`config.mk`:
```
export PLATFORM = sky130hd
export DESIGN_NAME = sdspi_arbiter_flat
export DESIGN_NICKNAME = d
export VERILOG_FILES = /design/src/rtl/sdspi_arbiter_pkg.sv /design/src/rtl/sdspi_arbiter_if.sv /design/src/rtl/sdspi_arbiter_cmd_mux.sv /design/src/rtl/sdspi_arbiter.sv /design/src/flat_wrapper.sv
export SDC_FILE = /design/constraint.sdc
export NUM_CORES = 1
export LEC_CHECK = 0
export CAP_MARGIN = 20
export CORE_MARGIN = 2
export CORE_UTILIZATION = 40
export CTS_BUF_LIST = sky130_fd_sc_hd__clkbuf_2
export DETAILED_ROUTE_END_ITERATION = 8
export GPL_ROUTABILITY_DRIVEN = 0
export PLACE_DENSITY = 0.95
export SLEW_MARGIN = 20
export SYNTH_ARGS = -nofsm -noshare
export SYNTH_HDL_FRONTEND = slang
export SYNTH_SLANG_ARGS = --single-unit
```
`constraint.sdc`:
```
create_clock -name clk -period 5.1 [get_ports clk]
set_input_delay 0.765 -clock clk [delete_from_list [all_inputs] [get_ports clk]]
set_output_delay 0.765 -clock clk [all_outputs]
set_load 0.05 [all_outputs]
```
`src/rtl/sdspi_arbiter_pkg.sv`:
```
// Purpose: shared types and sizes for the two-requester SD-SPI host arbiter.
// Latency: n/a (declarations only).
// Backpressure: n/a.
package sdspi_arb_pkg;

  localparam int NUM_REQ = 2;
  localparam int ADDR_W  = 32;
  localparam int DATA_W  = 8;

  typedef enum logic [2:0] {
    INIT_RST  = 3'd0,
    INIT_WAIT = 3'd1,
    IDLE      = 3'd2,
    GRANT     = 3'd3,
    RELEASE   = 3'd4,
    ERROR     = 3'd5
  } arb_state_t;

  // One requester's (or the host's) command strobes, bundled.
  typedef struct packed {
    logic r_block;
    logic r_multi_block;
    logic r_byte;
    logic w_block;
    logic w_byte;
  } cmd_t;

endpackage

```
`src/rtl/sdspi_arbiter_if.sv`:
```
// Purpose: command/status port of one sdspihost instance.
// Latency: wires only.
// Backpressure: host reports spi_busy; master must not issue while busy.
// Ports: master = arbiter side (drives reset/commands/addr/data),
//        slave  = host side (drives busy/err/data_out).
interface sdspi_arbiter_if;
  import sdspi_arb_pkg::*;

  logic              spi_reset;
  logic              spi_r_block;
  logic              spi_r_multi_block;
  logic              spi_r_byte;
  logic              spi_w_block;
  logic              spi_w_byte;
  logic [ADDR_W-1:0] spi_block_addr;
  logic [DATA_W-1:0] spi_data_in;
  logic              spi_busy;
  logic              spi_err;
  logic [DATA_W-1:0] spi_data_out;

  modport master (
    output spi_reset, spi_r_block, spi_r_multi_block, spi_r_byte,
           spi_w_block, spi_w_byte, spi_block_addr, spi_data_in,
    input  spi_busy, spi_err, spi_data_out
  );

  modport slave (
    input  spi_reset, spi_r_block, spi_r_multi_block, spi_r_byte,
           spi_w_block, spi_w_byte, spi_block_addr, spi_data_in,
    output spi_busy, spi_err, spi_data_out
  );

endinterface

```
`src/rtl/sdspi_arbiter_cmd_mux.sv`:
```
// Purpose: picks one requester's command/addr/data for the host, zeroes the rest.
// Latency: combinational, zero cycles.
// Backpressure: none; when i_en is low everything to the host is 0.
// Ports: i_en/i_sel select, i_* per-requester buses, o_cmd/o_addr/o_data to host.
module sdspi_cmd_mux
  import sdspi_arb_pkg::*;
(
  input  logic                      i_en,
  input  logic                      i_sel,
  input  logic [NUM_REQ-1:0]        i_r_block,
  input  logic [NUM_REQ-1:0]        i_r_multi_block,
  input  logic [NUM_REQ-1:0]        i_r_byte,
  input  logic [NUM_REQ-1:0]        i_w_block,
  input  logic [NUM_REQ-1:0]        i_w_byte,
  input  logic [NUM_REQ*ADDR_W-1:0] i_block_addr,
  input  logic [NUM_REQ*DATA_W-1:0] i_data_in,
  output cmd_t                      o_cmd,
  output logic [ADDR_W-1:0]         o_addr,
  output logic [DATA_W-1:0]         o_data
);

  always_comb begin
    o_cmd  = '0;
    o_addr = '0;
    o_data = '0;
    if (i_en) begin
      o_cmd.r_block       = i_r_block[i_sel];
      o_cmd.r_multi_block = i_r_multi_block[i_sel];
      o_cmd.r_byte        = i_r_byte[i_sel];
      o_cmd.w_block       = i_w_block[i_sel];
      o_cmd.w_byte        = i_w_byte[i_sel];
      o_addr = i_sel ? i_block_addr[2*ADDR_W-1:ADDR_W] : i_block_addr[ADDR_W-1:0];
      o_data = i_sel ? i_data_in[2*DATA_W-1:DATA_W]    : i_data_in[DATA_W-1:0];
    end
  end

endmodule

```
`src/rtl/sdspi_arbiter.sv`:
```
// Purpose: brings up one sdspihost and shares its command port round-robin between two requesters.
// Latency: grant one cycle after req sampled in IDLE; commands forwarded combinationally while granted.
// Backpressure: host spi_busy is reflected to the granted requester on busy_o; others see busy=1.
// Ports: clk/rst (sync, active-low); req/gnt/ready/err arbitration; per-requester command buses;
//        busy_o/data_out_o status back to requesters; host = master side of the host port.
module sdspi_arbiter
  import sdspi_arb_pkg::*;
#(
  parameter int RST_CYCLES = 16,
  parameter int TIMEOUT    = 2**24
) (
  input  logic                      clk,
  input  logic                      rst,
  input  logic [NUM_REQ-1:0]        req,
  output logic [NUM_REQ-1:0]        gnt,
  output logic                      ready,
  output logic                      err,
  input  logic [NUM_REQ-1:0]        r_block_i,
  input  logic [NUM_REQ-1:0]        r_multi_block_i,
  input  logic [NUM_REQ-1:0]        r_byte_i,
  input  logic [NUM_REQ-1:0]        w_block_i,
  input  logic [NUM_REQ-1:0]        w_byte_i,
  input  logic [NUM_REQ*ADDR_W-1:0] block_addr_i,
  input  logic [NUM_REQ*DATA_W-1:0] data_in_i,
  output logic [NUM_REQ-1:0]        busy_o,
  output logic [DATA_W-1:0]         data_out_o,
  sdspi_arbiter_if.master           host
);

  // One counter serves both the reset hold and the busy timeout; it is
  // cleared on every state change so each use starts from zero.
  localparam int CNT_MAX = (TIMEOUT > RST_CYCLES) ? TIMEOUT : RST_CYCLES;
  localparam int CNT_W   = (CNT_MAX > 2) ? $clog2(CNT_MAX) : 1;
  localparam logic [CNT_W-1:0] RST_LAST = CNT_W'(RST_CYCLES - 1);
  localparam logic [CNT_W-1:0] TO_LAST  = CNT_W'(TIMEOUT - 1);

  arb_state_t         r_state, w_state_nxt;
  logic [NUM_REQ-1:0] r_gnt,   w_gnt_nxt;
  logic               r_last,  w_last_nxt;   // index of most recent grant
  logic [CNT_W-1:0]   r_cnt,   w_cnt_nxt;
  logic               w_pick;
  cmd_t               w_cmd;
  logic [ADDR_W-1:0]  w_addr;
  logic [DATA_W-1:0]  w_data;

  always_ff @(posedge clk) begin
    if (!rst) begin
      r_state <= INIT_RST;
      r_gnt   <= '0;
      r_last  <= 1'b1;
      r_cnt   <= '0;
    end else begin
      r_state <= w_state_nxt;
      r_gnt   <= w_gnt_nxt;
      r_last  <= w_last_nxt;
      r_cnt   <= w_cnt_nxt;
    end
  end

  always_comb begin
    w_state_nxt = r_state;
    w_gnt_nxt   = r_gnt;
    w_last_nxt  = r_last;
    w_cnt_nxt   = r_cnt;
    // On a tie the requester that did not go last wins.
    w_pick      = (req == 2'b11) ? ~r_last : req[1];

    case (r_state)
      INIT_RST: begin
        if (r_cnt == RST_LAST) begin
          w_state_nxt = INIT_WAIT;
          w_cnt_nxt   = '0;
        end else begin
          w_cnt_nxt = r_cnt + CNT_W'(1);
        end
      end

      INIT_WAIT: begin
        if (!host.spi_busy) begin
          w_state_nxt = IDLE;
          w_cnt_nxt   = '0;
        end else if (r_cnt == TO_LAST) begin
          w_state_nxt = ERROR;
          w_cnt_nxt   = '0;
        end else begin
          w_cnt_nxt = r_cnt + CNT_W'(1);
        end
      end

      IDLE: begin
        if (req != '0) begin
          w_gnt_nxt   = w_pick ? 2'b10 : 2'b01;
          w_last_nxt  = w_pick;
          w_state_nxt = GRANT;
          w_cnt_nxt   = '0;
        end
      end

      GRANT: begin
        // r_last holds the index of the current grant.
        if (!req[r_last]) begin
          w_gnt_nxt   = '0;
          w_state_nxt = RELEASE;
          w_cnt_nxt   = '0;
        end
      end

      RELEASE: begin
        if (!host.spi_busy) begin
          w_state_nxt = IDLE;
          w_cnt_nxt   = '0;
        end else if (r_cnt == TO_LAST) begin
          w_state_nxt = ERROR;
          w_cnt_nxt   = '0;
        end else begin
          w_cnt_nxt = r_cnt + CNT_W'(1);
        end
      end

      ERROR: begin
        w_gnt_nxt = '0;
      end

      default: begin
        w_state_nxt = INIT_RST;
        w_gnt_nxt   = '0;
        w_cnt_nxt   = '0;
      end
    endcase

    // Host error overrides everything once the host is out of reset,
    // including a requester dropping req in the same cycle.
    if (r_state != INIT_RST && host.spi_err) begin
      w_state_nxt = ERROR;
      w_gnt_nxt   = '0;
      w_cnt_nxt   = '0;
    end
  end

  sdspi_cmd_mux u_cmd_mux (
    .i_en            (r_state == GRANT),
    .i_sel           (r_last),
    .i_r_block       (r_block_i),
    .i_r_multi_block (r_multi_block_i),
    .i_r_byte        (r_byte_i),
    .i_w_block       (w_block_i),
    .i_w_byte        (w_byte_i),
    .i_block_addr    (block_addr_i),
    .i_data_in       (data_in_i),
    .o_cmd           (w_cmd),
    .o_addr          (w_addr),
    .o_data          (w_data)
  );

  assign host.spi_reset         = (r_state == INIT_RST);
  assign host.spi_r_block       = w_cmd.r_block;
  assign host.spi_r_multi_block = w_cmd.r_multi_block;
  assign host.spi_r_byte        = w_cmd.r_byte;
  assign host.spi_w_block       = w_cmd.w_block;
  assign host.spi_w_byte        = w_cmd.w_byte;
  assign host.spi_block_addr    = w_addr;
  assign host.spi_data_in       = w_data;

  assign gnt        = r_gnt;
  assign ready      = (r_state == IDLE) || (r_state == GRANT) || (r_state == RELEASE);
  assign err        = (r_state == ERROR);
  assign data_out_o = host.spi_data_out;
  // r_gnt is only non-zero in GRANT, so this is all ones elsewhere.
  assign busy_o[0]  = r_gnt[0] ? host.spi_busy : 1'b1;
  assign busy_o[1]  = r_gnt[1] ? host.spi_busy : 1'b1;

endmodule

```
`src/flat_wrapper.sv`:
```
// flat-port wrapper written by rule: the top's interface ports become plain ports
module sdspi_arbiter_flat import sdspi_arb_pkg::*;
#(
  parameter int RST_CYCLES = 16,
  parameter int TIMEOUT    = 2**24
)
  (clk, rst, req, gnt, ready, err, r_block_i, r_multi_block_i, r_byte_i, w_block_i, w_byte_i, block_addr_i, data_in_i, busy_o, data_out_o, host_spi_reset, host_spi_r_block, host_spi_r_multi_block, host_spi_r_byte, host_spi_w_block, host_spi_w_byte, host_spi_block_addr, host_spi_data_in, host_spi_busy, host_spi_err, host_spi_data_out);
  sdspi_arbiter_if host_i ();
  input  logic clk;
  input  logic rst;
  input  logic [NUM_REQ-1:0] req;
  output logic [NUM_REQ-1:0] gnt;
  output logic ready;
  output logic err;
  input  logic [NUM_REQ-1:0] r_block_i;
  input  logic [NUM_REQ-1:0] r_multi_block_i;
  input  logic [NUM_REQ-1:0] r_byte_i;
  input  logic [NUM_REQ-1:0] w_block_i;
  input  logic [NUM_REQ-1:0] w_byte_i;
  input  logic [NUM_REQ*ADDR_W-1:0] block_addr_i;
  input  logic [NUM_REQ*DATA_W-1:0] data_in_i;
  output logic [NUM_REQ-1:0] busy_o;
  output logic [DATA_W-1:0] data_out_o;
  output wire logic [$bits(host_i.spi_reset)-1:0] host_spi_reset;
  output wire logic [$bits(host_i.spi_r_block)-1:0] host_spi_r_block;
  output wire logic [$bits(host_i.spi_r_multi_block)-1:0] host_spi_r_multi_block;
  output wire logic [$bits(host_i.spi_r_byte)-1:0] host_spi_r_byte;
  output wire logic [$bits(host_i.spi_w_block)-1:0] host_spi_w_block;
  output wire logic [$bits(host_i.spi_w_byte)-1:0] host_spi_w_byte;
  output wire logic [$bits(host_i.spi_block_addr)-1:0] host_spi_block_addr;
  output wire logic [$bits(host_i.spi_data_in)-1:0] host_spi_data_in;
  input wire logic [$bits(host_i.spi_busy)-1:0] host_spi_busy;
  input wire logic [$bits(host_i.spi_err)-1:0] host_spi_err;
  input wire logic [$bits(host_i.spi_data_out)-1:0] host_spi_data_out;
  assign host_spi_reset = host_i.spi_reset;
  assign host_spi_r_block = host_i.spi_r_block;
  assign host_spi_r_multi_block = host_i.spi_r_multi_block;
  assign host_spi_r_byte = host_i.spi_r_byte;
  assign host_spi_w_block = host_i.spi_w_block;
  assign host_spi_w_byte = host_i.spi_w_byte;
  assign host_spi_block_addr = host_i.spi_block_addr;
  assign host_spi_data_in = host_i.spi_data_in;
  assign host_i.spi_busy = host_spi_busy;
  assign host_i.spi_err = host_spi_err;
  assign host_i.spi_data_out = host_spi_data_out;
  sdspi_arbiter #(.RST_CYCLES(RST_CYCLES), .TIMEOUT(TIMEOUT)) u_core (.clk(clk), .rst(rst), .req(req), .gnt(gnt), .ready(ready), .err(err), .r_block_i(r_block_i), .r_multi_block_i(r_multi_block_i), .r_byte_i(r_byte_i), .w_block_i(w_block_i), .w_byte_i(w_byte_i), .block_addr_i(block_addr_i), .data_in_i(data_in_i), .busy_o(busy_o), .data_out_o(data_out_o), .host(host_i));
endmodule
```
# Word level (Yosys, flattened, before mapping)

Cells that the tools add are included.

Flip-flop bits (word level): 30
Input bits: 104
Output and inout bits: 60
Word-level logic and storage cells: 79

$add $sub $neg: 1
Magnitude comparators: 1
Equality and inequality tests: 17
Muxes and demuxes: 37
Bitwise gates (word level): 4
Reduce and logical (&&, ||, !) cells: 14

Operator list:

| operator                                              | count |
|---|---|
| two-way mux 24 bit                                    | 5 |
| case mux 24 bit (5 select lines)                      | 1 |
| two-way mux 32 bit                                    | 2 |
| adder 24 x 1 -> 24 bit, second input constant         | 1 |
| == test 24 bit, second input constant                 | 1 |
| == test 24 x 4 -> 1 bit, second input constant        | 1 |
| two-way mux 3 bit                                     | 6 |
| two-way mux 8 bit                                     | 2 |
| two-way mux 1 bit                                     | 15 |
| case mux 3 bit (5 select lines)                       | 1 |
| AND reduction 5 bit                                   | 2 |
| == test 3 x 2 -> 1 bit, second input constant         | 2 |
| == test 3 bit, second input constant                  | 2 |
| two-way mux 2 bit                                     | 3 |
| inequality test 2 x 1 -> 1 bit, second input constant | 3 |
| inequality test 3 x 1 -> 1 bit, second input constant | 2 |
| case mux 2 bit (3 select lines)                       | 1 |
| AND reduction 3 bit                                   | 2 |
| two-way mux 5 bit                                     | 1 |
| inequality test 4 x 2 -> 1 bit, second input constant | 1 |
| inverter 1 bit                                        | 4 |
| OR reduction 2 bit                                    | 2 |
| == test 3 x 1 -> 1 bit, second input constant         | 1 |
| logical NOT 3 bit                                     | 1 |
| other kinds (11)                                      | 12 |

# Longest topological paths before layout

Depth after elaboration: 5
Mapped depth: 8
Depth with buffers taken out: 6

# By module

From an unflattened synthesis, not the netlist that was laid out.

Cells, all modules: 310
Area total of the unflattened synthesis: 2,597.5 µm²

By module, submodules not included:

| module        | times used | cells an instance | area an instance (µm²) |
|---|---|---|---|
| sdspi_arbiter | 1          | 211               | 1,759.2 |
| sdspi_cmd_mux | 1          | 99                | 838.3 |

# Worst setup path before layout

Ideal clock, no wire load.

Kind: register to output
Start point: register u_core.r_last
End point: output host_spi_block_addr[26]
Arrival time: 1,927 ps
Path slack: 2,408 ps
Cell stages (with the launch flop): 6
Cell sequence: dfxtp_1 -> clkbuf_1 -> buf_2 -> buf_1 -> mux2i_1 -> nor2_1

Word-level cells in the longest chain between the ends: 2

Ends and longest elaborated chain:

| what                     | RTL line                    | RTL |
|---|---|---|
| start: declaration       | sdspi_arbiter.sv:39         | `logic r_last, w_last_nxt;` |
| start signal: assignment | sdspi_arbiter.sv:55         | `r_last <= w_last_nxt;` |
| two-way mux 32 bit       | sdspi_arbiter_cmd_mux.sv:32 | `o_addr = i_sel ? i_block_addr[2*ADDR_W-1:ADDR_W] : i_block_addr[ADDR_W-1:0];` |
| two-way mux 32 bit       | sdspi_arbiter_cmd_mux.sv:26 | `if (i_en) begin` |
| end: declaration         | flat_wrapper.sv:30          | `output wire logic [$bits(host_i.spi_block_addr)-1:0] host_spi_block_addr;` |

Every way passes these cells.

# Worst setup path after layout

Start point: register u_core.r_state[1]
End point: output host_spi_block_addr[4]

Word-level cells in the longest chain between the ends: 2

Ends and longest elaborated chain:

| what                     | RTL line                    | RTL |
|---|---|---|
| start: declaration       | sdspi_arbiter.sv:37         | `arb_state_t r_state, w_state_nxt;` |
| start signal: assignment | sdspi_arbiter.sv:53         | `r_state <= w_state_nxt;` |
| == test 3 x 2 -> 1 bit   | sdspi_arbiter.sv:141        | `.i_en (r_state == GRANT),` |
| two-way mux 32 bit       | sdspi_arbiter_cmd_mux.sv:26 |  |

Every way passes these cells.

==> flow_summary.toml <==
[global_route]
grt_overflow = 0
grt_pass1_wl_microns = 13900
grt_pass1_vias = 2876
grt_util_all_layers_pct = 24.7
antenna_found_initial = 0
grt_max_degree = 36

[clocking]
cts_hold_buf = 0
cts.sinks = 30
clk_path_buf_depth = 2
cts_tree = "done"
htreeDepth = 2
root_buffer = "clkbuf_2"
path_clk_slew_ns = 0.15
cts_made_buffers = 5
post_cts_buffers = 0
clock_latency_ns = 0.39
post_cts.resized_instances = 0

[routing]
dr.pass1.iters = 5
met1_length_microns = 3220
routedWlPerCell_microns = 16.4
drc = 0
drtIter0Drc = 154
met3_length_microns = 892
vias = 2885
vias_per_cell = 5.44
highest_layer = "met4"
ant_nets = 0
wl_microns = 8670
wl_met2_microns = 4310

[setup_path]
slowest_delay_ns = 0.83
worstPathArrival_ns = 2.97
worstSetupPathType = "reg2out"
reg2reg_depth = 6
cp_max_fo = 28
start_kind = "register"
worst-path-buf-inv = 2
reg2reg_setup_slack_ns = 1.98
reg2reg_from = "u_core.r_last"
end_kind = "output pin"
cp_top_family = "buffers and inverters"
slowest_stage = "clkdlybuf4s50_1"
r2r-end = "u_core.r_cnt[22]"
path_depth = 5
path_cells = "nor2b_1 -> nand2_1 -> buf_4 -> nor2_1 -> clkdlybuf4s50_1"
cp.required_ns = 4.34

[job]
cap_violations = 0

[outcome]
outcome = "complete, no violations"

[synth]
synthFlopType = "dfxtp_1"
ys_seq_elements = 30
synth-edff-count = 0
seq_area_frac_synth_pct = 24.0
syn-num-nets = 427
syn_area_sq_mm = 0.00251
synth_cell_type_count = 51
synthCells = 322
syn_avg_cell_area_sq_um = 7.79
synthArstFlopShare_pct = 0
yosysWarnings = 0

[floorplan]
die_h_microns = 83.2
die-area_sq_mm = 0.00692
initial_utilization_pct = 41.9
row_count = 28
die_w_microns = 83.2
core_sq_mm = 0.00599
io_pins = 164

[sta]
finalMaxSlewViolations = 0
fmax_mhz = 268
skew_ns = 0.00958
finalSetupTns_ns = 0
period_minus_slack_ns = 3.73
setup_viol = 0
slew_headroom_pct = 34.8
worstMarginPinSlew_ns = 0.978
period_share_pct = 73.2
hold_viol = 0
grt_setup_unrepaired = "false"

[pwr]
p_comb_share_pct = 57.7
peakVddDrop_uv = 311
power_switching_w = 0.000484
intPower_w = 0.000524
clkPwrFrac_pct = 12.0
power_density_mw_per_mm2 = 253
p_leak_nw = 1.71
p_sw_share_pct = 48.0
seqPwrFrac_pct = 30.3

[finish]
nets = 559
drive_gt1_share_pct = 7.91
areaGrowthSynthToFinish_pct = 58.6
fill_cells = 483
antenna_cells = 0
fin_util_pct = 66.4

[worst_hold_path]
hp-start = "u_core.r_cnt[1]"
hold_end = "u_core.r_cnt[1]"
whs_path_depth = 2
min_path_type = "reg2reg"

[placed_design]
dp_hpwl_microns = 7140
io_buffers = 147
## tightest hold or removal path: stages, from the launching register on
cell     delay, ns
dfxtp_1       0.36
nand2_1       0.06
a21oi_1       0.05
## synth_stat cells (all sizes together), types with 4 or more instances
library cell  count  area share [%]
xor2             13             4.5
buf              17             4.7
clkbuf            8             1.6
a21oi            13             2.7
dfxtp            30              24
nand3             6             1.2
nand4            18             5.0
nand2b            4             1.0
nor2             71              12
mux2i            46              18
nor4              8             2.8
o21ai            12             2.4
inv               7             1.0
nand2            21             3.1
and3              5             1.2
or3               5             1.3
## power by group through the flow
stage	sequential, W	clock (W)	combinational (W)
floorplan	0.000273	0	0.000442
global placement	0.000305	0	0.000567
detailed placement	0.000310	0	0.000576
CTS	0.000304	0.000120	0.000579
global route	0.000311	0.000131	0.000618
finish	0.000306	0.000121	0.000581
## cells by family after synthesis
| family | count (synthesis) | synth area share [%] |
|---|---|---|
| AND/OR/NAND/NOR | 151 | 30.9 |
| multiplexers | 47 | 19.0 |
| AO/OA/AOI/OAI | 45 | 12.7 |
| buffers and inverters | 32 | 7.38 |
| flip-flops | 30 | 24.0 |
| XOR/XNOR | 16 | 5.59 |
| adder cells (fa/ha/maj) | 1 | 0.499 |
## flip-flops by register name, indices dropped and copies added (netlist names)
signal,flops
u_core.r_last,1
u_core.gnt,2
u_core.r_state,3
u_core.r_cnt,24
## cell type report
type                    instances  area [sq um]  area share [%]
clock buffers                   6          30.0           0.755
clock inverters                 2          8.76           0.220
inverters                       7          26.3           0.661
multi-input cells             260          1720            43.3
flip-flops and latches         30           602            15.1
well taps                      75          93.8            2.36
repair buffers                150          1490            37.6
## worst max path at each step
stage	startpoint	slack [ns]	end
2_1_floorplan	u_core.r_last	2.41	host_spi_block_addr[26]
3_3_place_gp	req[1]	1.79	u_core.r_cnt[22]
3_5_place_dp	req[1]	1.78	u_core.r_cnt[22]
4_1_cts	u_core.r_state[1]	1.38	host_spi_block_addr[15]
5_1_grt	u_core.r_state[1]	1.18	host_spi_block_addr[6]
6_report	u_core.r_state[1]	1.37	host_spi_block_addr[4]
## per-stage QoR
| step | power, W | hold WS (ns) | std cells | instance area [sq um] | setup WS (ns) |
|---|---|---|---|---|---|
| after floorplan | 0.000715 | 0.449 | 322 | 2510 | 2.41 |
| after global placement | 0.000872 | 0.458 | 522 | 3940 | 1.79 |
| after detailed placement | 0.000886 | 0.478 | 522 | 3940 | 1.78 |
| after CTS | 0.00100 | 0.497 | 530 | 3980 | 1.38 |
| after global routing | 0.00106 | 0.517 | 530 | 3980 | 1.18 |
| final | 0.00101 | 0.493 | 530 | 3980 | 1.37 |
## metal layers
layer,GRT usage [%],up-vias
met5,0,-
met1,26.6,1323
met3,9.44,24
li1,-,1396
met2,43.6,142
met4,9.54,0
## cell usage in the layout (no fill, tap or decap), types with 2 or more instances in the layout
master,instances
clkdlybuf4s50_1,147
nor2_1,61
mux2i_1,46
dfxtp_1,29
nand2_1,21
nand4_1,16
xor2_1,13
o21ai_0,12
a21oi_1,12
nor2_2,10
inv_1,7
nor4_1,6
nand3_1,6
clkbuf_2,6
and3_1,5
nand2b_1,4
or3_1,4
nor2b_1,3
nor3_1,3
xnor2_1,3
a21boi_0,3
o22ai_1,3
buf_4,3
nand4_2,2
a211oi_2,2
and2_1,2
a22oi_1,2
Power figures use the tool's default switching activity.
